## src/rtl/multicycle_ctrl_fsm_pkg.sv

```systemverilog
// Shared definitions for the multicycle RV32I control unit: state encoding,
// opcode constants, operand/result select encodings and the control word.
package multicycle_ctrl_fsm_pkg;

  typedef enum logic [3:0] {
    S_FETCH  = 4'd0,
    S_DECODE = 4'd1,
    S_MEMADR = 4'd2,
    S_MEMRD  = 4'd3,
    S_MEMWB  = 4'd4,
    S_MEMWR  = 4'd5,
    S_EXECR  = 4'd6,
    S_EXECI  = 4'd7,
    S_ALUWB  = 4'd8,
    S_JAL    = 4'd9,
    S_BEQ    = 4'd10,
    S_TRAP   = 4'd11
  } state_t;

  localparam logic [6:0] OP_LW  = 7'b0000011;
  localparam logic [6:0] OP_SW  = 7'b0100011;
  localparam logic [6:0] OP_R   = 7'b0110011;
  localparam logic [6:0] OP_I   = 7'b0010011;
  localparam logic [6:0] OP_JAL = 7'b1101111;
  localparam logic [6:0] OP_BEQ = 7'b1100011;

  localparam logic [1:0] SRCA_PC    = 2'b00;
  localparam logic [1:0] SRCA_OLDPC = 2'b01;
  localparam logic [1:0] SRCA_RS1   = 2'b10;

  localparam logic [1:0] SRCB_RS2  = 2'b00;
  localparam logic [1:0] SRCB_IMM  = 2'b01;
  localparam logic [1:0] SRCB_FOUR = 2'b10;

  localparam logic [1:0] RES_ALUOUT = 2'b00;
  localparam logic [1:0] RES_MEM    = 2'b01;
  localparam logic [1:0] RES_ALU    = 2'b10;

  localparam logic [1:0] ALUOP_ADD   = 2'b00;
  localparam logic [1:0] ALUOP_SUB   = 2'b01;
  localparam logic [1:0] ALUOP_FUNCT = 2'b10;

  // Raw per-state control word; strobes are gated later by mem_ready/zero/reset.
  typedef struct packed {
    logic [1:0] alu_src_a;
    logic [1:0] alu_src_b;
    logic [1:0] result_src;
    logic [1:0] alu_op;
    logic       adr_src;
    logic       ir_write;   // qualified by mem_ready
    logic       pc_update;  // qualified by mem_ready when mem_gated is set
    logic       mem_gated;
    logic       branch;     // qualified by zero
    logic       mem_write;  // qualified by mem_ready
    logic       reg_write;
  } ctrl_word_t;

  // An instruction completes when its last state hands control back to FETCH.
  function automatic logic instr_retires(input state_t s, input logic mem_ready);
    logic r;
    case (s)
      S_MEMWB, S_ALUWB, S_BEQ: r = 1'b1;
      S_MEMWR:                 r = mem_ready;
      default:                 r = 1'b0;
    endcase
    return r;
  endfunction

endpackage

```

## src/rtl/multicycle_ctrl_fsm_ctrl_output_decode.sv

```systemverilog
// Purely combinational state -> control word decoder (Moore outputs).
module ctrl_output_decode
  import multicycle_ctrl_fsm_pkg::*;
(
  input  state_t     i_state,
  output ctrl_word_t o_cw
);

  ctrl_word_t w_cw;

  // Decode the raw control word for the current state; unlisted fields stay 0.
  always_comb begin
    w_cw = '0;
    case (i_state)
      S_FETCH: begin
        w_cw.alu_src_a  = SRCA_PC;
        w_cw.alu_src_b  = SRCB_FOUR;
        w_cw.alu_op     = ALUOP_ADD;
        w_cw.result_src = RES_ALU;
        w_cw.adr_src    = 1'b0;
        w_cw.ir_write   = 1'b1;
        w_cw.pc_update  = 1'b1;
        w_cw.mem_gated  = 1'b1;
      end
      S_DECODE: begin
        // Branch target (OldPC + imm) is precomputed into ALUOut here.
        w_cw.alu_src_a = SRCA_OLDPC;
        w_cw.alu_src_b = SRCB_IMM;
        w_cw.alu_op    = ALUOP_ADD;
      end
      S_MEMADR: begin
        w_cw.alu_src_a = SRCA_RS1;
        w_cw.alu_src_b = SRCB_IMM;
        w_cw.alu_op    = ALUOP_ADD;
      end
      S_MEMRD: begin
        w_cw.result_src = RES_ALUOUT;
        w_cw.adr_src    = 1'b1;
      end
      S_MEMWB: begin
        w_cw.result_src = RES_MEM;
        w_cw.reg_write  = 1'b1;
      end
      S_MEMWR: begin
        w_cw.result_src = RES_ALUOUT;
        w_cw.adr_src    = 1'b1;
        w_cw.mem_write  = 1'b1;
      end
      S_EXECR: begin
        w_cw.alu_src_a = SRCA_RS1;
        w_cw.alu_src_b = SRCB_RS2;
        w_cw.alu_op    = ALUOP_FUNCT;
      end
      S_EXECI: begin
        w_cw.alu_src_a = SRCA_RS1;
        w_cw.alu_src_b = SRCB_IMM;
        w_cw.alu_op    = ALUOP_FUNCT;
      end
      S_ALUWB: begin
        w_cw.result_src = RES_ALUOUT;
        w_cw.reg_write  = 1'b1;
      end
      S_JAL: begin
        // OldPC + 4 is the link value; ALUOut holds the jump target from DECODE.
        w_cw.alu_src_a  = SRCA_OLDPC;
        w_cw.alu_src_b  = SRCB_FOUR;
        w_cw.alu_op     = ALUOP_ADD;
        w_cw.result_src = RES_ALUOUT;
        w_cw.pc_update  = 1'b1;
      end
      S_BEQ: begin
        w_cw.alu_src_a  = SRCA_RS1;
        w_cw.alu_src_b  = SRCB_RS2;
        w_cw.alu_op     = ALUOP_SUB;
        w_cw.result_src = RES_ALUOUT;
        w_cw.branch     = 1'b1;
      end
      S_TRAP: begin
        w_cw = '0;
      end
      default: begin
        w_cw = '0;
      end
    endcase
  end

  assign o_cw = w_cw;

endmodule

```

## src/rtl/multicycle_ctrl_fsm.sv

```systemverilog
// Multicycle RV32I control unit (lw, sw, R-type, I-type ALU, jal, beq):
// state sequencing, strobe gating, sticky illegal flag, retired counter.
module multicycle_ctrl_fsm
  import multicycle_ctrl_fsm_pkg::*;
#(
  parameter int CNT_W          = 32,
  parameter int ILLEGAL_STICKY = 1
) (
  input  logic             clk,
  input  logic             resetn,
  input  logic [6:0]       opcode,
  input  logic             zero,
  input  logic             mem_ready,
  output logic [1:0]       ALUSrcA,
  output logic [1:0]       ALUSrcB,
  output logic [1:0]       ResultSrc,
  output logic [1:0]       ALUOp,
  output logic             AdrSrc,
  output logic             IRWrite,
  output logic             PCWrite,
  output logic             MemWrite,
  output logic             RegWrite,
  output logic             illegal,
  output logic [CNT_W-1:0] retired
);

  state_t           r_state;
  logic             r_illegal;
  logic [CNT_W-1:0] r_retired;

  ctrl_word_t       w_cw;
  logic             w_retire;
  logic             w_pc_update;

  ctrl_output_decode u_decode (
    .i_state (r_state),
    .o_cw    (w_cw)
  );

  assign w_retire = instr_retires(r_state, mem_ready);

  // State sequencing, sticky illegal-opcode flag and retired-instruction count.
  always_ff @(posedge clk or negedge resetn) begin
    if (!resetn) begin
      r_state   <= S_FETCH;
      r_illegal <= 1'b0;
      r_retired <= '0;
    end else begin
      case (r_state)
        S_FETCH: begin
          if (mem_ready) r_state <= S_DECODE;
          else           r_state <= S_FETCH;
        end
        S_DECODE: begin
          case (opcode)
            OP_LW, OP_SW: r_state <= S_MEMADR;
            OP_R:         r_state <= S_EXECR;
            OP_I:         r_state <= S_EXECI;
            OP_JAL:       r_state <= S_JAL;
            OP_BEQ:       r_state <= S_BEQ;
            default: begin
              r_illegal <= 1'b1;
              if (ILLEGAL_STICKY != 0) r_state <= S_TRAP;
              else                     r_state <= S_FETCH;
            end
          endcase
        end
        S_MEMADR: begin
          if (opcode == OP_SW) r_state <= S_MEMWR;
          else                 r_state <= S_MEMRD;
        end
        S_MEMRD: begin
          if (mem_ready) r_state <= S_MEMWB;
          else           r_state <= S_MEMRD;
        end
        S_MEMWB: r_state <= S_FETCH;
        S_MEMWR: begin
          if (mem_ready) r_state <= S_FETCH;
          else           r_state <= S_MEMWR;
        end
        S_EXECR, S_EXECI: r_state <= S_ALUWB;
        S_ALUWB:          r_state <= S_FETCH;
        S_JAL:            r_state <= S_ALUWB;
        S_BEQ:            r_state <= S_FETCH;
        S_TRAP:           r_state <= S_TRAP;
        default:          r_state <= S_TRAP;
      endcase

      if (w_retire) r_retired <= r_retired + CNT_W'(1);
      else          r_retired <= r_retired;
    end
  end

  // FETCH's PC increment waits for the memory; JAL's jump does not.
  assign w_pc_update = w_cw.pc_update & (mem_ready | ~w_cw.mem_gated);

  assign ALUSrcA   = w_cw.alu_src_a;
  assign ALUSrcB   = w_cw.alu_src_b;
  assign ResultSrc = w_cw.result_src;
  assign ALUOp     = w_cw.alu_op;
  assign AdrSrc    = w_cw.adr_src;

  // Strobes are forced low while reset is held so nothing leaks after resetn falls.
  assign IRWrite  = resetn & w_cw.ir_write & mem_ready;
  assign PCWrite  = resetn & (w_pc_update | (w_cw.branch & zero));
  assign MemWrite = resetn & w_cw.mem_write & mem_ready;
  assign RegWrite = resetn & w_cw.reg_write;

  assign illegal  = r_illegal;
  assign retired  = r_retired;

endmodule

```

## config.mk

```make
export PLATFORM = sky130hd
export DESIGN_NAME = multicycle_ctrl_fsm
export DESIGN_NICKNAME = d
export VERILOG_FILES = /design/src/rtl/multicycle_ctrl_fsm_pkg.sv /design/src/rtl/multicycle_ctrl_fsm_ctrl_output_decode.sv /design/src/rtl/multicycle_ctrl_fsm.sv
export SDC_FILE = /design/constraint.sdc
export NUM_CORES = 1
export LEC_CHECK = 0
export CORE_AREA = 2 2 85 67
export CTS_CLUSTER_DIAMETER = 120
export CTS_CLUSTER_SIZE = 14
export DETAILED_ROUTE_END_ITERATION = 8
export DIE_AREA = 0 0 87 69
export DONT_BUFFER_PORTS = 1
export GPL_ROUTABILITY_DRIVEN = 0
export GPL_TIMING_DRIVEN = 1
export PLACE_DENSITY_LB_ADDON = 0.15
export SLEW_MARGIN = 10
export SYNTH_ARGS = -nofsm -noshare
export SYNTH_HDL_FRONTEND = slang
export SYNTH_SLANG_ARGS = --single-unit
```

## constraint.sdc

```tcl
create_clock -name clk -period 1.8 [get_ports clk]
set_input_delay 0.27 -clock clk [delete_from_list [all_inputs] [get_ports clk]]
set_output_delay 0.27 -clock clk [all_outputs]
set_load 0.03 [all_outputs]
```

==> flow_summary.toml, run 1 <==
[run_status]
status = "complete, but fails checks"
violations = "negative setup slack"

[pwr]
powerDensity_nw_per_um2 = 1280
p_total_w = 0.00391
ir_drop_uv = 691
power_leakage_nw = 1.35

[critical_path]
cp.arrival_ps = 1650
rrSetupSlack_ps = -80
cp-end-kind = "primary output"
cp.required_ps = 1530
slowest_stage = "dfrtp_1"
worstSetupPathType = "flip-flop to primary output"
r2r-end = "retired[28]"
crit_path_start_kind = "flip-flop"
cpPeakStageDelay_ps = 400
crit_top_cell = "nor3b_2"
crit_chain = "buf_6 -> buf_8 -> nor3b_2 -> a31oi_1 -> a2bb2oi_2 -> nor3b_2 -> buf_4"
worstReg2RegStart = "r_state[1]"
reg2reg_depth = 5
cp_max_fo = 5

[detailed_routing]
drtIter0Drc = 89
dr.pass1.iters = 4
remaining_drc_errors = 0
vias = 1875
viasPerCell = 5.51
drt_wl_total_um = 5710
drt-wirelength-per-cell_um = 16.8
ant_nets = 0

[clock_tree]
cts_buffers = 5
clock_sinks = 37
clock_latency_ps = 280
cts_max_level = 2
clkTransAtPathRegs_ps = 60
tritoncts = "done"
clockBufferDepth = 2
clock-root-buffer = "clkbuf_8"

[floorplan]
core_um2 = 5150
die_h_um = 69
io_pins = 57
die_area_um2 = 6000
die_width_um = 87
start_util_pct = 40.5
rows = 23

[global_routing]
grt_pass1_wl_um = 9470
grt_max_degree = 38
antenna_found_initial = 0
grt_pass1_vias = 2005
track_usage_pct = 19.9
overflow = 0

[synth]
synth_edf_count = 0
yosysSeqAreaShare_pct = 44.3
syn_area_um2 = 2090
avgSynthCellArea_um2 = 9.80
synth_area_leader_cell = "dfrtp_1"
syn_inst = 213
ys_warn_count = 0
synth-async-reset-ratio_pct = 100
synth_ff_type = "dfrtp_1"
ys_types = 47
synth.top_cell.area_share_pct = 44.3
synth.most_common_cell = "dfrtp_1"
yosys-top-cells-area = "dfrtp_1 44%, xnor2_1 13%, nand4_1 5.4%, nand3_1 2.9%, a311oi_4 2.5%"
ys_ff_latch = 37
netlist_top_cells_count = "37 x dfrtp_1, 30 x xnor2_1, 18 x nand4_1"
synth_nets = 225

[hold_path]
min_to = "illegal"
hp-start = "opcode[6]"
hold_class = "input port to flip-flop"
min_path_cells = 2

[sta]
slew_viol_final = 0
slew_headroom_pct = 60.3
worstMarginPinSlew_ps = 596
final.setup.tns_ps = -793
skew_ps = 11.3
period_minus_slack_ps = 1920
final_hold_viol_count = 0
rsz0062_at_grt = "yes"
finalWorstSetupSlack_ps = -120
finalSetupViolations = 24
min_period_over_period_pct = 107
whs_ps = 191
max_freq_ghz = 0.521

[placed_design]
portBuffers = 0
dp_hpwl_um = 3870
pre_cts_ws_ps = -148

[layout]
syn_to_final_growth_pct = 46.9
drive_above_1_share_pct = 41.4
antenna_cells = 0
nets = 289

[job]
cap_violations = 0
## what timing repair did
action | CTS | global route
buffers inserted | 8 | 2
pin swaps | 10 | 15
endpoints found under the hold margin | 37 | 0
gates resized for setup | 20 | 27
hold buffers | 2 | 0
setup endpoints to repair | 27 | 38
gates cloned | 2 | 0
## sequential cells by signal, summed over array words and instances, names as in the netlist
register and count:
r_state 4, illegal 1, retired 32
## placed cells by master, fill, tap and decap left out, drive strengths merged, types with 2 or more instances in the layout
master  synthesis  layout
a21oi           7       7
a311oi          2       2
a31oi           3       3
and2            5       5
and3            8       8
buf             6      65
bufbuf          0       2
clkbuf          5       6
clkinv          0       2
dfrtp          37      37
inv             5       5
nand2          13      13
nand2b          6       6
nand3          12      12
nand4          18      18
nor2           15      15
nor3            5       5
nor3b           3       3
nor4            3       3
o21ai           4       4
xnor2          30      30
xor2            3       3
## worst max-delay path by stage
| stage | from | end | slack [ps] | cells after the start |
|---|---|---|---|---|
| finish | r_state[1] | PCWrite | -120 | 7 |
| global route | r_state[1] | PCWrite | -210 | 7 |
| CTS | r_state[0] | retired[28] | -100 | 5 |
| detailed placement | r_state[0] | retired[28] | -150 | 5 |
| global placement | r_state[0] | retired[28] | -110 | 5 |
| floorplan | r_state[1] | IRWrite | -190 | 3 |
## power by group
part / switching, W / total, W / internal [W]
Combinational: 0.00125 / 0.00233 / 0.00108
Clock: 0.000281 / 0.000549 / 0.000268
Sequential: 0.0000837 / 0.00103 / 0.000947
Total: 0.00162 / 0.00391 / 0.00229
## final cells by class
| class | instances | area [um^2] |
|---|---|---|
| Clock buffer | 6 | 72.6 |
| Tap cell | 62 | 77.6 |
| Inverter | 5 | 18.8 |
| Timing Repair Buffer | 68 | 653 |
| Clock inverter | 2 | 10.0 |
| Fill cell | 438 | 2080 |
| Sequential cell | 37 | 926 |
| Multi-Input combinational cell | 160 | 1310 |
## stage by stage
stage	area [um^2]	instances	util [%]
after floorplan	2140	213	-
after global placement	2570	318	50.0
after detailed placement	2570	318	50.0
after CTS	2920	338	56.7
after global routing	3070	340	59.6
final	3070	340	59.6
## metal layers
metal | track usage [%] | vias to the layer above | share of wire, %
met5 | 0 | - | 0
met4 | 4.51 | 0 | 0.95
met3 | 5.27 | 7 | 5.1
met2 | 32.6 | 41 | 49
met1 | 26.1 | 935 | 45
li1 | - | 892 | -
## worst max-delay path: cells and delay by family (launching register included)
kind            cells  cell delay, ps
buf+inv             3             440
flops               1             400
simple gates        2             320
compound gates      2             230
## cell families after synthesis
logic type / synth area share, %
AO/OA/AOI/OAI: 11.1
XOR/XNOR: 13.8
adder cells (fa/ha/maj): 0.599
buffers and inverters: 3.42
flip-flops: 44.3
multiplexers: 0.539
AND/OR/NAND/NOR: 26.2
(Power assumes the default switching activity.)
==> run 2: changes to the inputs <==
--- a/config.mk
+++ b/config.mk
@@ -5,11 +5,11 @@
 export SDC_FILE = /design/constraint.sdc
 export NUM_CORES = 1
 export LEC_CHECK = 0
-export CORE_AREA = 2 2 85 67
+export CORE_AREA = 2 2 68 83
 export CTS_CLUSTER_DIAMETER = 120
 export CTS_CLUSTER_SIZE = 14
 export DETAILED_ROUTE_END_ITERATION = 8
-export DIE_AREA = 0 0 87 69
+export DIE_AREA = 0 0 70 85
 export DONT_BUFFER_PORTS = 1
 export GPL_ROUTABILITY_DRIVEN = 0
 export GPL_TIMING_DRIVEN = 1
@@ -18,3 +18,4 @@
 export SYNTH_ARGS = -nofsm -noshare
 export SYNTH_HDL_FRONTEND = slang
 export SYNTH_SLANG_ARGS = --single-unit
+export TNS_END_PERCENT = 1
==> run 2 against run 1 <==
The flow still finishes with violations (negative setup slack). Power shrank 9.8%. Via count is 2.8% lower. Maximum frequency grew 0.73%.
==> flow_summary.toml, run 2 (synthesized netlist as in run 1, its figures left out) <==
[global_routing]
grtUsageMet3_pct = 4.75
gr-usage-met2_pct = 32.7
top_usage_layer = "met2"
grt_pass1_vias = 1848
grt_pass1_wl_um = 8940
antenna_found_initial = 0
grt_max_degree = 38
grtUsageMet1_pct = 21.1
track_usage_pct = 18.4
overflow = 0

[clock_tree]
cts_buffers = 5
cts_max_level = 2
clock_sinks = 37
clkTransAtPathRegs_ps = 80
clock_latency_ps = 290
clockBufferDepth = 2
tritoncts = "done"
clock-root-buffer = "clkbuf_8"

[layout]
stdcell_count = 330
syn_to_final_growth_pct = 32.3
drive_above_1_share_pct = 29.5
largest_reg_flops = 32
most-common-layout-cells = "50 x buf_4, 37 x dfrtp_1, 29 x xnor2_1"
nets = 279
layout.cells.most_common = "buf_4"
fin_area_um2 = 2760
final_util_pct = 53.6
antenna_cells = 0

[detailed_routing]
dr.pass1.iters = 4
drtIter0Drc = 81
vias = 1822
drt-wirelength-per-cell_um = 15.7
drt_wl_total_um = 5180
viasPerCell = 5.52
remaining_drc_errors = 0
ant_nets = 0

[critical_path]
cp.required_ps = 1970
cp-end-kind = "flip-flop"
cp_max_fo = 5
crit_path_start_kind = "flip-flop"
cp.arrival_ps = 2080
worstSetupPathType = "flip-flop to flip-flop"

[pwr]
power_leakage_nw = 1.20
clock_power_share_pct = 21.0
sequentialPowerShare_pct = 29.2
ir_drop_uv = 1090
pwr-share-comb_pct = 49.8
p_int_w = 0.00210
p_total_w = 0.00353
powerDensity_nw_per_um2 = 1280
p_sw_share_pct = 40.4
net-switching-power_w = 0.00143

[sta]
finalWorstSetupSlack_ps = -106
slew_viol_final = 0
final_hold_viol_count = 0
max_freq_ghz = 0.525
skew_ps = 8.37
slew_headroom_pct = 68.3
min_period_over_period_pct = 106
worstMarginPinSlew_ps = 471
finalSetupViolations = 17
rsz0062_at_grt = "yes"
period_minus_slack_ps = 1910

[floorplan]
rows = 29
io_pins = 57
start_util_pct = 40.5
core_um2 = 5150
die_area_um2 = 5950
die_h_um = 85
die_width_um = 70

[hold_path]
hold_class = "input port to flip-flop"

[run_status]
violations = "negative setup slack"
status = "complete, but fails checks"

[placed_design]
place_inst = 319
dp_hpwl_um = 3820
portBuffers = 0
pre_cts_ws_ps = -169
place_area_um2 = 2550

[job]
cap_violations = 0
==> run 2: cell types whose count changed in the layout (fill, tap and decap cells not counted), sizes merged <==
cell	change
buf	-8
bufbuf	-2
clkinv	-2
bufinv	+1
clkbuf	+1
==> run 2: layout make-up <==
cell class	instances	area, um^2
Fill cell	481	2390
Multi-Input combinational cell	160	1130
Sequential cell	37	926
Timing Repair Buffer	58	490
Clock buffer	7	86.3
Tap cell	62	77.6
Clock inverter	1	30.0
Inverter	5	18.8
==> run 2: power groups by stage <==
stage                     logic (W)  registers [W]  clock network (W)
after floorplan            0.000996        0.00121                  0
after global placement      0.00165        0.00103                  0
after detailed placement    0.00168        0.00104                  0
after CTS                   0.00175        0.00103           0.000755
after global routing        0.00191        0.00104           0.000800
final                       0.00176        0.00103           0.000740
==> run 2: stage by stage <==
stage	hold WS, ps	setup TNS, ps
2_1_floorplan	-25.6	-1260
3_3_place_gp	-24.2	-1250
3_5_place_dp	-23.9	-2390
4_1_cts	164	-919
5_1_grt	181	-3160
6_report	167	-840
==> run 2: per-layer routing <==
layer  up-vias  share of wire, %
met3        10               4.6
met5         -                 0
met1       893                40
met2        44                53
li1        875                 -
met4         0               1.6
==> run 2: repair_timing <==
item	CTS	global route
hold buffers	2	0
setup buffers	1	0
resized for setup	6	5
endpoints found under the setup margin	32	34
endpoints found under the hold margin	37	0
pin swaps	1	0
==> run 2: final timing paths <==
path                            start          end  slack (ps)  depth (start not counted)
max                        r_state[3]  retired[28]        -110                          5
min                         opcode[6]      illegal         170                          2
max reg2reg                r_state[3]  retired[28]        -110                          5
min reg2reg                retired[0]   retired[0]         550                          1
max in group asynchronous      resetn   retired[3]        1140                          2
min in group asynchronous      resetn  retired[20]         470                          2
==> run 2: critical path, cell delays in order, from the launching register on <==
cell      delay [ps]
dfrtp_1          390
or4b_4           590
buf_12           160
a311oi_4         330
nand4_1          170
xnor2_1          160
==> run 3: changes to the inputs <==
--- a/config.mk
+++ b/config.mk
@@ -13,7 +13,7 @@
 export DONT_BUFFER_PORTS = 1
 export GPL_ROUTABILITY_DRIVEN = 0
 export GPL_TIMING_DRIVEN = 1
-export PLACE_DENSITY_LB_ADDON = 0.15
+export PLACE_DENSITY = 0.62
 export SLEW_MARGIN = 10
 export SYNTH_ARGS = -nofsm -noshare
 export SYNTH_HDL_FRONTEND = slang
==> run 3 against run 2 <==
The flow still finishes with violations (negative setup slack). Count of clock-buffer cells in the layout did not move. Worst hold slack got worse by 9.0 ps. Combinational power decreased by 2%. Critical path depth is 1 higher. Flip-flop and latch count did not move. Design area shrank 0.77%. Sequential power about the same. Critical endpoint is now retired[15]. Final cell count stayed put. Largest cell class unchanged. Sequential share of layout area is 0.26 points higher. Non-clock buffer count stayed put. Largest power group unchanged.
==> flow_summary.toml, run 3 (synthesized netlist as in run 1, its figures left out) <==
[run_status]
status = "complete, but fails checks"
violations = "negative setup slack"

[placed_design]
dp_hpwl_um = 3480
pre_cts_ws_ps = -124
portBuffers = 0
place_inst = 319

[critical_path]
rrSetupSlack_ps = -90
reg2reg_depth = 6
worstReg2RegStart = "r_state[1]"
r2r-end = "retired[15]"
crit_path_start_kind = "flip-flop"
cp-end-kind = "flip-flop"
worstSetupPathType = "flip-flop to flip-flop"
cp.arrival_ps = 2070
cp.required_ps = 1980
cp_max_fo = 5

[clock_tree]
clock_latency_ps = 290
clock_sinks = 37
clock-root-buffer = "clkbuf_8"
tritoncts = "done"
clkTransAtPathRegs_ps = 70
cts_max_level = 2
cts_buffers = 5
clockBufferDepth = 2

[pwr]
powerDensity_nw_per_um2 = 1270
ir_drop_uv = 837
power_leakage_nw = 1.19

[sta]
slew_viol_final = 0
rsz0062_at_grt = "yes"
final.setup.tns_ps = -843
skew_ps = 4.50
final_hold_viol_count = 0
min_period_over_period_pct = 105
max_freq_ghz = 0.528
finalSetupViolations = 19
slew_headroom_pct = 66.1
worstMarginPinSlew_ps = 504
finalWorstSetupSlack_ps = -94.8
period_minus_slack_ps = 1890

[detailed_routing]
drtIter0Drc = 109
remaining_drc_errors = 0
drt-wirelength-per-cell_um = 14.7
dr.pass1.iters = 4
viasPerCell = 5.39
vias = 1778
drt_wl_total_um = 4870
ant_nets = 0

[layout]
stdcell_count = 330
num-fill-cells = 468
layout.cells.most_common = "buf_4"
antenna_cells = 0
multi_input_area_um2 = 1120
nets = 279
register_area_um2 = 926
final_util_pct = 53.2
largest_reg_flops = 32
most-common-layout-cells = "51 x buf_4, 37 x dfrtp_1, 30 x xnor2_1"
syn_to_final_growth_pct = 31.3
drive_above_1_share_pct = 29.1

[job]
cap_violations = 0

[floorplan]
start_util_pct = 40.5
core_um2 = 5150
die_h_um = 85
rows = 29
die_width_um = 70
die_area_um2 = 5950
io_pins = 57

[hold_path]
hold_class = "input port to flip-flop"
min_path_cells = 2
min_to = "illegal"
hp-start = "opcode[6]"

[global_routing]
grt_max_degree = 38
grt_pass1_wl_um = 8010
grt_pass1_vias = 1707
overflow = 0
track_usage_pct = 16.8
antenna_found_initial = 0
==> run 3: cell counts in the layout (fill, tap and decap cells not counted) <==
Identical to the previous run, type by type.
==> run 3: stage by stage <==
step	power, W	hold slack (ps)	cell area (um^2)
2_1_floorplan	0.00220	-25.6	2100
3_3_place_gp	0.00269	-24.1	2550
3_5_place_dp	0.00271	-24.3	2550
4_1_cts	0.00352	152	2730
5_1_grt	0.00370	176	2740
6_report	0.00350	158	2740
==> run 3: what timing repair did <==
action,in CTS,in global routing
setup endpoints to repair,31,32
buffers inserted,1,0
pin swaps,1,2
hold buffers,2,0
gates cloned,0,0
endpoints found under the hold margin,37,0
resized for setup,6,3
==> run 3: per-layer routing <==
metal  routed length (um)  global-route usage [%]  up-vias  share of wire [%]
met4                   82                    6.64        0                1.7
met1                 2020                    20.0      845                 42
met5                    0                       0        -                  0
li1                     -                       -      877                  -
met3                  292                    4.87        4                6.0
met2                 2470                    28.5       52                 51
==> run 3: cell type report <==
cell class / instances / area share (%)
clock buffers: 7 / 3.15
clock inverters: 1 / 1.10
inverters: 5 / 0.685
multi-input cells: 160 / 40.7
flip-flops and latches: 37 / 33.8
well taps: 62 / 2.83
repair buffers: 58 / 17.8
==> run 3: critical path, stage by stage (launching register included) <==
cell	delay [ps]
dfrtp_1	390
or4b_4	560
buf_12	150
a311oi_4	200
buf_4	180
nand4_1	120
xnor2_1	160
==> run 3: worst max path at each step <==
stage / from / endpoint / slack [ps] / depth (start not counted)
finish: r_state[1] / retired[15] / -90 / 6
global route: r_state[1] / retired[15] / -200 / 6
CTS: r_state[1] / retired[25] / -90 / 6
detailed placement: r_state[0] / retired[31] / -120 / 5
global placement: r_state[0] / retired[25] / -90 / 5
floorplan: r_state[1] / IRWrite / -190 / 3
==> run 3: power breakdown <==
part,internal (W),switching (W),total (W)
clock,0.000452,0.000292,0.000743
sequential,0.000946,0.0000863,0.00103
combinational,0.000683,0.00104,0.00172
total,0.00208,0.00141,0.00350
